**src/rtl/method_call_pkg.sv**
```systemverilog
// Shared types and helpers for the method call arbiter.
package method_call_pkg;

  typedef enum logic [1:0] {
    IDLE  = 2'd0,
    ISSUE = 2'd1,
    RUN   = 2'd2,
    DONE  = 2'd3
  } state_e;

  // Call age counter width; wide enough for any int-sized TIMEOUT.
  localparam int TMO_CNT_W = 32;

  // Index width for a vector of n entries, never below one bit.
  function automatic int clog2(input int n);
    int r;
    r = 1;
    for (int i = 1; i < 31; i++) begin
      if ((1 << i) < n) r = i + 1;
    end
    return r;
  endfunction

endpackage

```
**src/rtl/method_call_rr_select.sv**
```systemverilog
// Round-robin picker: first requester strictly after ptr, wrapping modulo N.
module method_call_rr_select
  import method_call_pkg::*;
#(
  parameter int N  = 4,
  parameter int IW = clog2(N)
) (
  input  logic [N-1:0]  req,
  input  logic [IW-1:0] ptr,
  output logic          valid,
  output logic [IW-1:0] idx
);

  logic [IW-1:0] cand_idx;

  // Scan from the farthest offset down so the nearest requester after ptr wins.
  always_comb begin
    valid    = 1'b0;
    idx      = '0;
    cand_idx = '0;
    for (int off = N; off >= 1; off--) begin
      cand_idx = IW'((int'(ptr) + off) % N);
      if (req[cand_idx]) begin
        valid = 1'b1;
        idx   = cand_idx;
      end
    end
  end

endmodule

```
**src/rtl/method_call_arbiter.sv**
```systemverilog
// Shares one method unit between N_CLIENTS callers: round-robin grant,
// call issue, busy tracking, result return and timeout abort.
module method_call_arbiter
  import method_call_pkg::*;
#(
  parameter int N_CLIENTS = 4,
  parameter int ARG_W     = 32,
  parameter int RET_W     = 32,
  parameter int TIMEOUT   = 10000
) (
  input  logic                          clk,
  input  logic                          reset,
  input  logic [N_CLIENTS-1:0]          cl_req,
  input  logic [N_CLIENTS*ARG_W-1:0]    cl_arg,
  output logic [N_CLIENTS-1:0]          cl_done,
  output logic [RET_W-1:0]              cl_ret,
  output logic                          cl_err,
  output logic                          m_req,
  output logic [ARG_W-1:0]              m_arg,
  input  logic                          m_busy,
  input  logic [RET_W-1:0]              m_return,
  output logic                          arb_busy,
  output logic [clog2(N_CLIENTS)-1:0]   grant_idx
);

  localparam int IDX_W = clog2(N_CLIENTS);
  localparam logic [TMO_CNT_W-1:0] TMO_LAST = TMO_CNT_W'(TIMEOUT - 1);

  state_e                 state_q, state_d;
  logic [IDX_W-1:0]       ptr_q, ptr_d;
  logic [IDX_W-1:0]       grant_q, grant_d;
  logic                   m_req_q, m_req_d;
  logic [ARG_W-1:0]       m_arg_q, m_arg_d;
  logic [N_CLIENTS-1:0]   cl_done_q, cl_done_d;
  logic [RET_W-1:0]       cl_ret_q, cl_ret_d;
  logic                   cl_err_q, cl_err_d;
  logic                   arb_busy_q, arb_busy_d;
  logic [TMO_CNT_W-1:0]   cnt_q, cnt_d;
  logic [TMO_CNT_W-1:0]   cnt_inc;
  logic                   timed_out;
  logic                   sel_valid;
  logic [IDX_W-1:0]       sel_idx;

  method_call_rr_select #(
    .N  (N_CLIENTS),
    .IW (IDX_W)
  ) u_rr_select (
    .req   (cl_req),
    .ptr   (ptr_q),
    .valid (sel_valid),
    .idx   (sel_idx)
  );

  // Next-state and next-output logic for the call sequence.
  always_comb begin
    state_d    = state_q;
    ptr_d      = ptr_q;
    grant_d    = grant_q;
    m_req_d    = m_req_q;
    m_arg_d    = m_arg_q;
    cl_done_d  = '0;
    cl_ret_d   = cl_ret_q;
    cl_err_d   = cl_err_q;
    cnt_d      = cnt_q;
    cnt_inc    = (cnt_q == '1) ? cnt_q : cnt_q + 1'b1;
    timed_out  = (cnt_q == TMO_LAST);

    case (state_q)
      IDLE: begin
        if (sel_valid) begin
          grant_d = sel_idx;
          ptr_d   = sel_idx;
          m_arg_d = cl_arg[int'(sel_idx)*ARG_W +: ARG_W];
          m_req_d = 1'b1;
          cnt_d   = '0;
          state_d = ISSUE;
        end
      end
      ISSUE, RUN: begin
        if (timed_out) begin
          m_req_d   = 1'b0;
          cl_ret_d  = '0;
          cl_err_d  = 1'b1;
          cl_done_d = N_CLIENTS'(1) << grant_q;
          state_d   = DONE;
        end else if (state_q == ISSUE) begin
          cnt_d = cnt_inc;
          if (m_busy) begin
            m_req_d = 1'b0;
            state_d = RUN;
          end
        end else if (!m_busy) begin
          cl_ret_d  = m_return;
          cl_err_d  = 1'b0;
          cl_done_d = N_CLIENTS'(1) << grant_q;
          state_d   = DONE;
        end else begin
          cnt_d = cnt_inc;
        end
      end
      DONE: begin
        cl_err_d = 1'b0;
        state_d  = IDLE;
      end
      default: state_d = IDLE;
    endcase

    arb_busy_d = (state_d != IDLE);
  end

  // State and registered outputs; reset aborts any call in flight.
  always_ff @(posedge clk or negedge reset) begin
    if (!reset) begin
      state_q    <= IDLE;
      ptr_q      <= IDX_W'(N_CLIENTS - 1);
      grant_q    <= '0;
      m_req_q    <= 1'b0;
      m_arg_q    <= '0;
      cl_done_q  <= '0;
      cl_ret_q   <= '0;
      cl_err_q   <= 1'b0;
      arb_busy_q <= 1'b0;
      cnt_q      <= '0;
    end else begin
      state_q    <= state_d;
      ptr_q      <= ptr_d;
      grant_q    <= grant_d;
      m_req_q    <= m_req_d;
      m_arg_q    <= m_arg_d;
      cl_done_q  <= cl_done_d;
      cl_ret_q   <= cl_ret_d;
      cl_err_q   <= cl_err_d;
      arb_busy_q <= arb_busy_d;
      cnt_q      <= cnt_d;
    end
  end

  assign cl_done   = cl_done_q;
  assign cl_ret    = cl_ret_q;
  assign cl_err    = cl_err_q;
  assign m_req     = m_req_q;
  assign m_arg     = m_arg_q;
  assign arb_busy  = arb_busy_q;
  assign grant_idx = grant_q;

endmodule
```
**config.mk**
```make
export PLATFORM = sky130hd
export DESIGN_NAME = method_call_arbiter
export DESIGN_NICKNAME = d
export VERILOG_FILES = /design/src/rtl/method_call_pkg.sv /design/src/rtl/method_call_rr_select.sv /design/src/rtl/method_call_arbiter.sv
export SDC_FILE = /design/constraint.sdc
export NUM_CORES = 1
export LEC_CHECK = 0
export ABC_AREA = 1
export BUFFER_PORTS_ARGS = -buffer_cell sky130_fd_sc_hd__buf_2
export CORE_MARGIN = 3
export CORE_UTILIZATION = 30
export CTS_CLUSTER_DIAMETER = 200
export DETAILED_ROUTE_END_ITERATION = 16
export PLACE_DENSITY = 0.53
export SLEW_MARGIN = 15
export SYNTH_ARGS = -nofsm -noshare
export SYNTH_HDL_FRONTEND = slang
export SYNTH_SLANG_ARGS = --single-unit
```
**constraint.sdc**
```tcl
create_clock -name clk -period 2.3 [get_ports clk]
set_input_delay 0.115 -clock clk [delete_from_list [all_inputs] [get_ports clk]]
set_output_delay 0.115 -clock clk [all_outputs]
set_load 0.1 [all_outputs]
```
# Word level (Yosys, flattened, before mapping)
# Index checks and enable logic that the tools add are counted.
[op_classes] n_addsub=5 magnitude_cmp=4 n_eq_ne=14 shift=2 mux=44 reduce_logical=10
[ops] operator="$mux 32" n=8
[ops] operator="$shiftx 128x8->32" n=1
[ops] operator="$pmux 32 s2" n=1
[ops] operator="$add 32x1->32 const B" n=1
[ops] operator="$eq 32x14->1 const B" n=1
[ops] operator="$eq 32x32->1 const B" n=1
[ops] operator="$mux 2" n=9
[ops] operator="$mux 4" n=4
[ops] operator="$mux 1" n=15
[ops] operator="$ne 3x3->1 const B" n=5
[ops] operator="$lt 2x3->1 const B" n=4
[ops] operator="$bmux 1 s2" n=4
[ops] operator="$reduce_and 4->1" n=2
[ops] operator="$ne 2x2->1 const B" n=3
[ops] operator="$pmux 2 s3" n=1
[ops] operator="$reduce_and 3->1" n=2
[ops] operator="$reduce_bool 2->1" n=3
[ops] operator="$add 2x1->2 const B" n=2
[ops] operator="$add 2x2->2 const B" n=2
[ops] operator="$eq 2x2->1 const B" n=2
[ops] operator="$pmux 1 s2" n=2
[ops] operator="$shl 1x2->4 const A" n=1
[ops] operator="$eq 2x1->1 const B" n=1
[ops] operator="$logic_not 2->1" n=1
[ops] operator="other kinds (3)" n=3
[totals] register_bits=109 in_bits=167 out_inout_bits=73 word_cells=89

# Longest topological paths before layout
[depth] depth_word=10 depth_mapped=16 mapped_depth_nobuf=14

# Hierarchy
# A second synthesis with hierarchy kept.
[hier_totals] cells_unflattened=1008 area_unflattened_um2=6583.8
[by_module_without_submodules] module="method_call_arbiter" instances=1 cells_each=957 area_per_inst_um2=6337.3 seq_area_each_um2=2730.1
[by_module_without_submodules] module="method_call_rr_select" instances=1 cells_each=51 area_per_inst_um2=246.5 seq_area_each_um2=0.0

# Worst setup path after synthesis
# No wires, ideal clock.
[synth_timing] path_kind="reg-to-reg" start="register ptr_q[0]" end="register m_arg_q[25] (netlist: m_arg[25])" setup_ns=0.120 arrival_ns=1.688 required_time_ns=2.180 slack_ns=0.492 stages_incl_launch_ff=17 n_path_buf=3 synth_period_minus_slack_ns=1.808 cell_sequence="dfstp_2 > buf_6 > inv_4 > nand2_1 > nand2_1 > nand2_1 > nand2_1 > inv_2 > nand2_2 > nand2_4 > buf_12 > buf_8 > nand3_2 > nand3_1 > nand2_1 > nand2_1 > nand2_1"
[synth_between] elab_chain_cells=8 word_cells_on_any_way=22 classes_between="add/sub: 4; shift: 1; mux: 16; reduce/logical: 1"
[synth_lines] element="start, declared" line_no="method_call_arbiter.sv:30" rtl="logic [IDX_W-1:0] ptr_q, ptr_d;"
[synth_lines] element="start signal, assigned" line_no="method_call_arbiter.sv:115" rtl="ptr_q <= IDX_W'(N_CLIENTS - 1);"
[synth_lines] element="start signal, assigned" line_no="method_call_arbiter.sv:126" rtl="ptr_q <= ptr_d;"
[synth_lines] element="$add 2x1->2" line_no="method_call_rr_select.sv:22" rtl="cand_idx = IW'((int'(ptr) + off) % N);"
[synth_lines] element="$bmux 1 s2" line_no="method_call_rr_select.sv:23" rtl="if (req[cand_idx]) begin"
[synth_lines] element="$mux 1 (not written as such)" line_no="method_call_rr_select.sv:23"
[synth_lines] element="$mux 2 or $mux 1 (tied branches) (4 in a row)" line_no="method_call_rr_select.sv:23"
[synth_lines] element="$shiftx 128x8->32 or $reduce_and 2->1 (tied branches)"
[synth_lines] element="end signal, assigned" line_no="method_call_arbiter.sv:129" rtl="m_arg_q <= m_arg_d;"
[synth_lines] element="end, declared" line_no="method_call_arbiter.sv:33" rtl="logic [ARG_W-1:0] m_arg_q, m_arg_d;"
# Parallel ways exist; a longest one is shown, timed or not. The select of a mux whose other input is x is not followed.
# A chain may end at the register's enable or synchronous reset.

# Worst setup path after layout
[layout_timing] start="register ptr_q[0]" end="register m_arg_q[4] (netlist: m_arg[4])"
# Same word-level chain as after synthesis.

==> results.txt <==
Ports = 240
crit path max fanout = 23
CP Launch Point = ptr_q[0]
Tcrit/Tclk final = 92.02%
Synth Instances = 1141
Crit Reg-Reg Startpoint = ptr_q[0]
critical-path cell list = buf_12 > nand2_2 > o21ai_4 > nand2_1 > nand2_2 > nand2_4 > nand2_2 > nand2_4 > nand2_8 > buf_12 > nand2_1 > nand3_1 > nand2_1 > nand2_1 > nand2_1
max incr delay on CP = 0.63 ns
Die Span X = 164.1 µm
slew at the pin closest to its max-slew limit = 0.5235 ns
ANT nets after route = 0
nets = 1541
grt total ovfl = 0
initial antenna violation count = 1
Final Hold Viols = 0
worst reg2reg path endpoint = m_arg[4]
critical path launch point type = flop
Hold Crit Start = m_return[30]
Initial Utilization = 30.64%
FMAX = 472.5 MHz
crit path DAT = 2.37 ns
Clock Skews = 0.01715 ns
gr usage total = 16.94%
Synth Net Count = 1313
clk root buf = clkbuf_16
Ys Warns = 0
Die H = 164.1 µm
sequential area share after synthesis = 36.43%
crit path max-delay cell type = dfstp_2
drt wl/cell = 13.62 µm
Crit path top cell by count = nand2_1
first-pass GRT wire length = 36800 µm
worst reg-to-reg path cell count = 15
total negative slack = 0 ns
Multi-input gate area = 3745 µm²
post-synthesis average cell area = 6.569 µm²
delay-heaviest family, CP = simple AND/OR/NAND/NOR gates
CTS tree = done
WL final = 23150 µm
PortBufs = 239
Vias/cell = 4.529
Worst Hold Class = input pin to flop
Post-Syn Area = 7495 µm²
worst path required time = 2.56 ns
Remaining DRCs = 0
Slew HR = 65.34%
Pre-Repair DR Iteration Count = 4
die area = 26910 µm²
most frequent cells in the layout = nand2_1 (421), buf_2 (238), inv_1 (161), nand3_1 (152), dfrtp_1 (107)
Synth cell types = 39
Critical path buffers and inverters = 2
Reg clk slew, reported paths = 0.09 ns
Worst setup EP type = flop
RSZ-0062 raised after global routing = false
Via Count = 7694
Max Cap Violations = 0
clk_lat worst skew = 0.37 ns
Post-DP HPWL = 17340 µm
critical path class = flop to flop
Tmin final = 2.116 ns
vias in the first global route = 7231
most common cell after layout, fill and taps aside = nand2_1
Detailed Route Iter0 Violations = 517
CTS Buffer Depth = 2
Hold Crit Depth = 3
FF/Latch Area = 2730 µm²
Hold EP = cl_ret[30]
placer's final routability congestion estimate = 0.9881
Clock Sinks = 109
largest net degree at the start of global routing = 66
H-tree depth = 3
Core Area = 24460 µm²
status = completed
Yosys reg bits = 109
Final Max Slew Viols = 0
share of post-route cells with drive strength above 1 = 24.16%
row count = 57
# setup viols final = 0
R2R setup slack = 0.18 ns
Area Growth Syn to Fin = 26.49%
filler instances = 2646
TritonCTS Buffers = 9
==> logic make-up (layout without fill, tap and decap cells) <==
kind of cell / count (synthesis) / count (layout) / share of synthesized area (%)
AOI/OAI and AO/OA: 46 / 46 / 3.389
xor gates and xnor gates: 27 / 27 / 3.155
adders and majority gates: 5 / 5 / 0.8347
buffers and inverters: 228 / 461 / 13.72
DFF: 109 / 109 / 36.43
other: 0 / 1 / 0
and+or+nand+nor: 726 / 726 / 42.47
==> synthesized netlist by cell type, drive strengths merged <==
cell type	n	area, µm²
nand2	434	1677
nand3	173	978.4
inv	170	640.6
dfrtp	107	2678
nor2	86	332.8
o21ai	40	211.5
buf	37	309.0
nor3	23	130.1
xor2	22	192.7
clkbuf	20	75.07
nand4	7	43.79
ha	5	62.56
xnor2	5	43.79
a21boi	2	15.01
dfstp	2	52.55
a21oi	1	5.000
a31o	1	8.760
clkinv	1	3.750
nand3b	1	7.510
nor3b	1	7.510
nor4	1	6.260
o22ai	1	6.260
o31ai	1	7.510
==> timing repair <==
action,CTS,global route
endpoints found under the setup margin,0,31
setup buffers,0,1
gates resized for setup,0,4
hold endpoints to repair,34,0
hold buffers,10,0
==> worst max path at each step <==
stage / depth (start not counted) / slack [ns] / to
3_3_place_gp: 12 / 0.07 / m_arg[4]
3_5_place_dp: 12 / 0.04 / m_arg[4]
2_1_floorplan: 16 / 0.49 / m_arg[25]
4_1_cts: 12 / 0.02 / m_arg[4]
6_report: 15 / 0.18 / m_arg[4]
5_1_grt: 15 / 0.03 / m_arg[22]
==> final cells by class <==
type | instances | area share [%]
Sequential cell | 109 | 28.80
Tap cell | 324 | 4.276
Timing Repair Buffer | 274 | 17.21
Inverter | 171 | 6.823
Clock inverter | 7 | 0.9898
Multi-Input combinational cell | 804 | 39.50
Antenna cell | 1 | 0.02640
Clock buffer | 9 | 2.376
==> flip-flops by register name, summed over array words and instances (netlist names), 2 cells and up <==
signal / count
m_arg: 32
cl_done: 4
cl_ret: 32
ptr_q: 2
state_q: 2
cnt_q: 32
grant_idx: 2
==> metal layers <==
layer,share of wire (%),track usage [%]
met1,46,22.61
met2,45,27.30
met3,7.1,4.187
met4,1.7,4.806
met5,0.030,0
==> through the flow <==
step	hold slack, ns	setup slack, ns	cells	util [%]	area (µm²)
finish	0.01013	0.1836	1699	38.76	9480
global route	0.003927	0.03301	1698	38.74	9478
global placement	0.07968	0.06833	1671	36.87	9020
detailed placement	0.07806	0.04345	1671	36.87	9020
CTS	0.001005	0.02425	1697	38.59	9439
floorplan	-0.1806	0.4922	1141	-	7495
==> tightest hold or removal path: cells and delay by family <==
kind	cells	cell delay (ns)
AOI/OAI and AO/OA	1	0.07
and+or+nand+nor	1	0.06
buffers and inverters	1	0.10
Power is not shown: default switching activity piles up to over one toggle a cycle in this logic, so the estimate is an artifact.
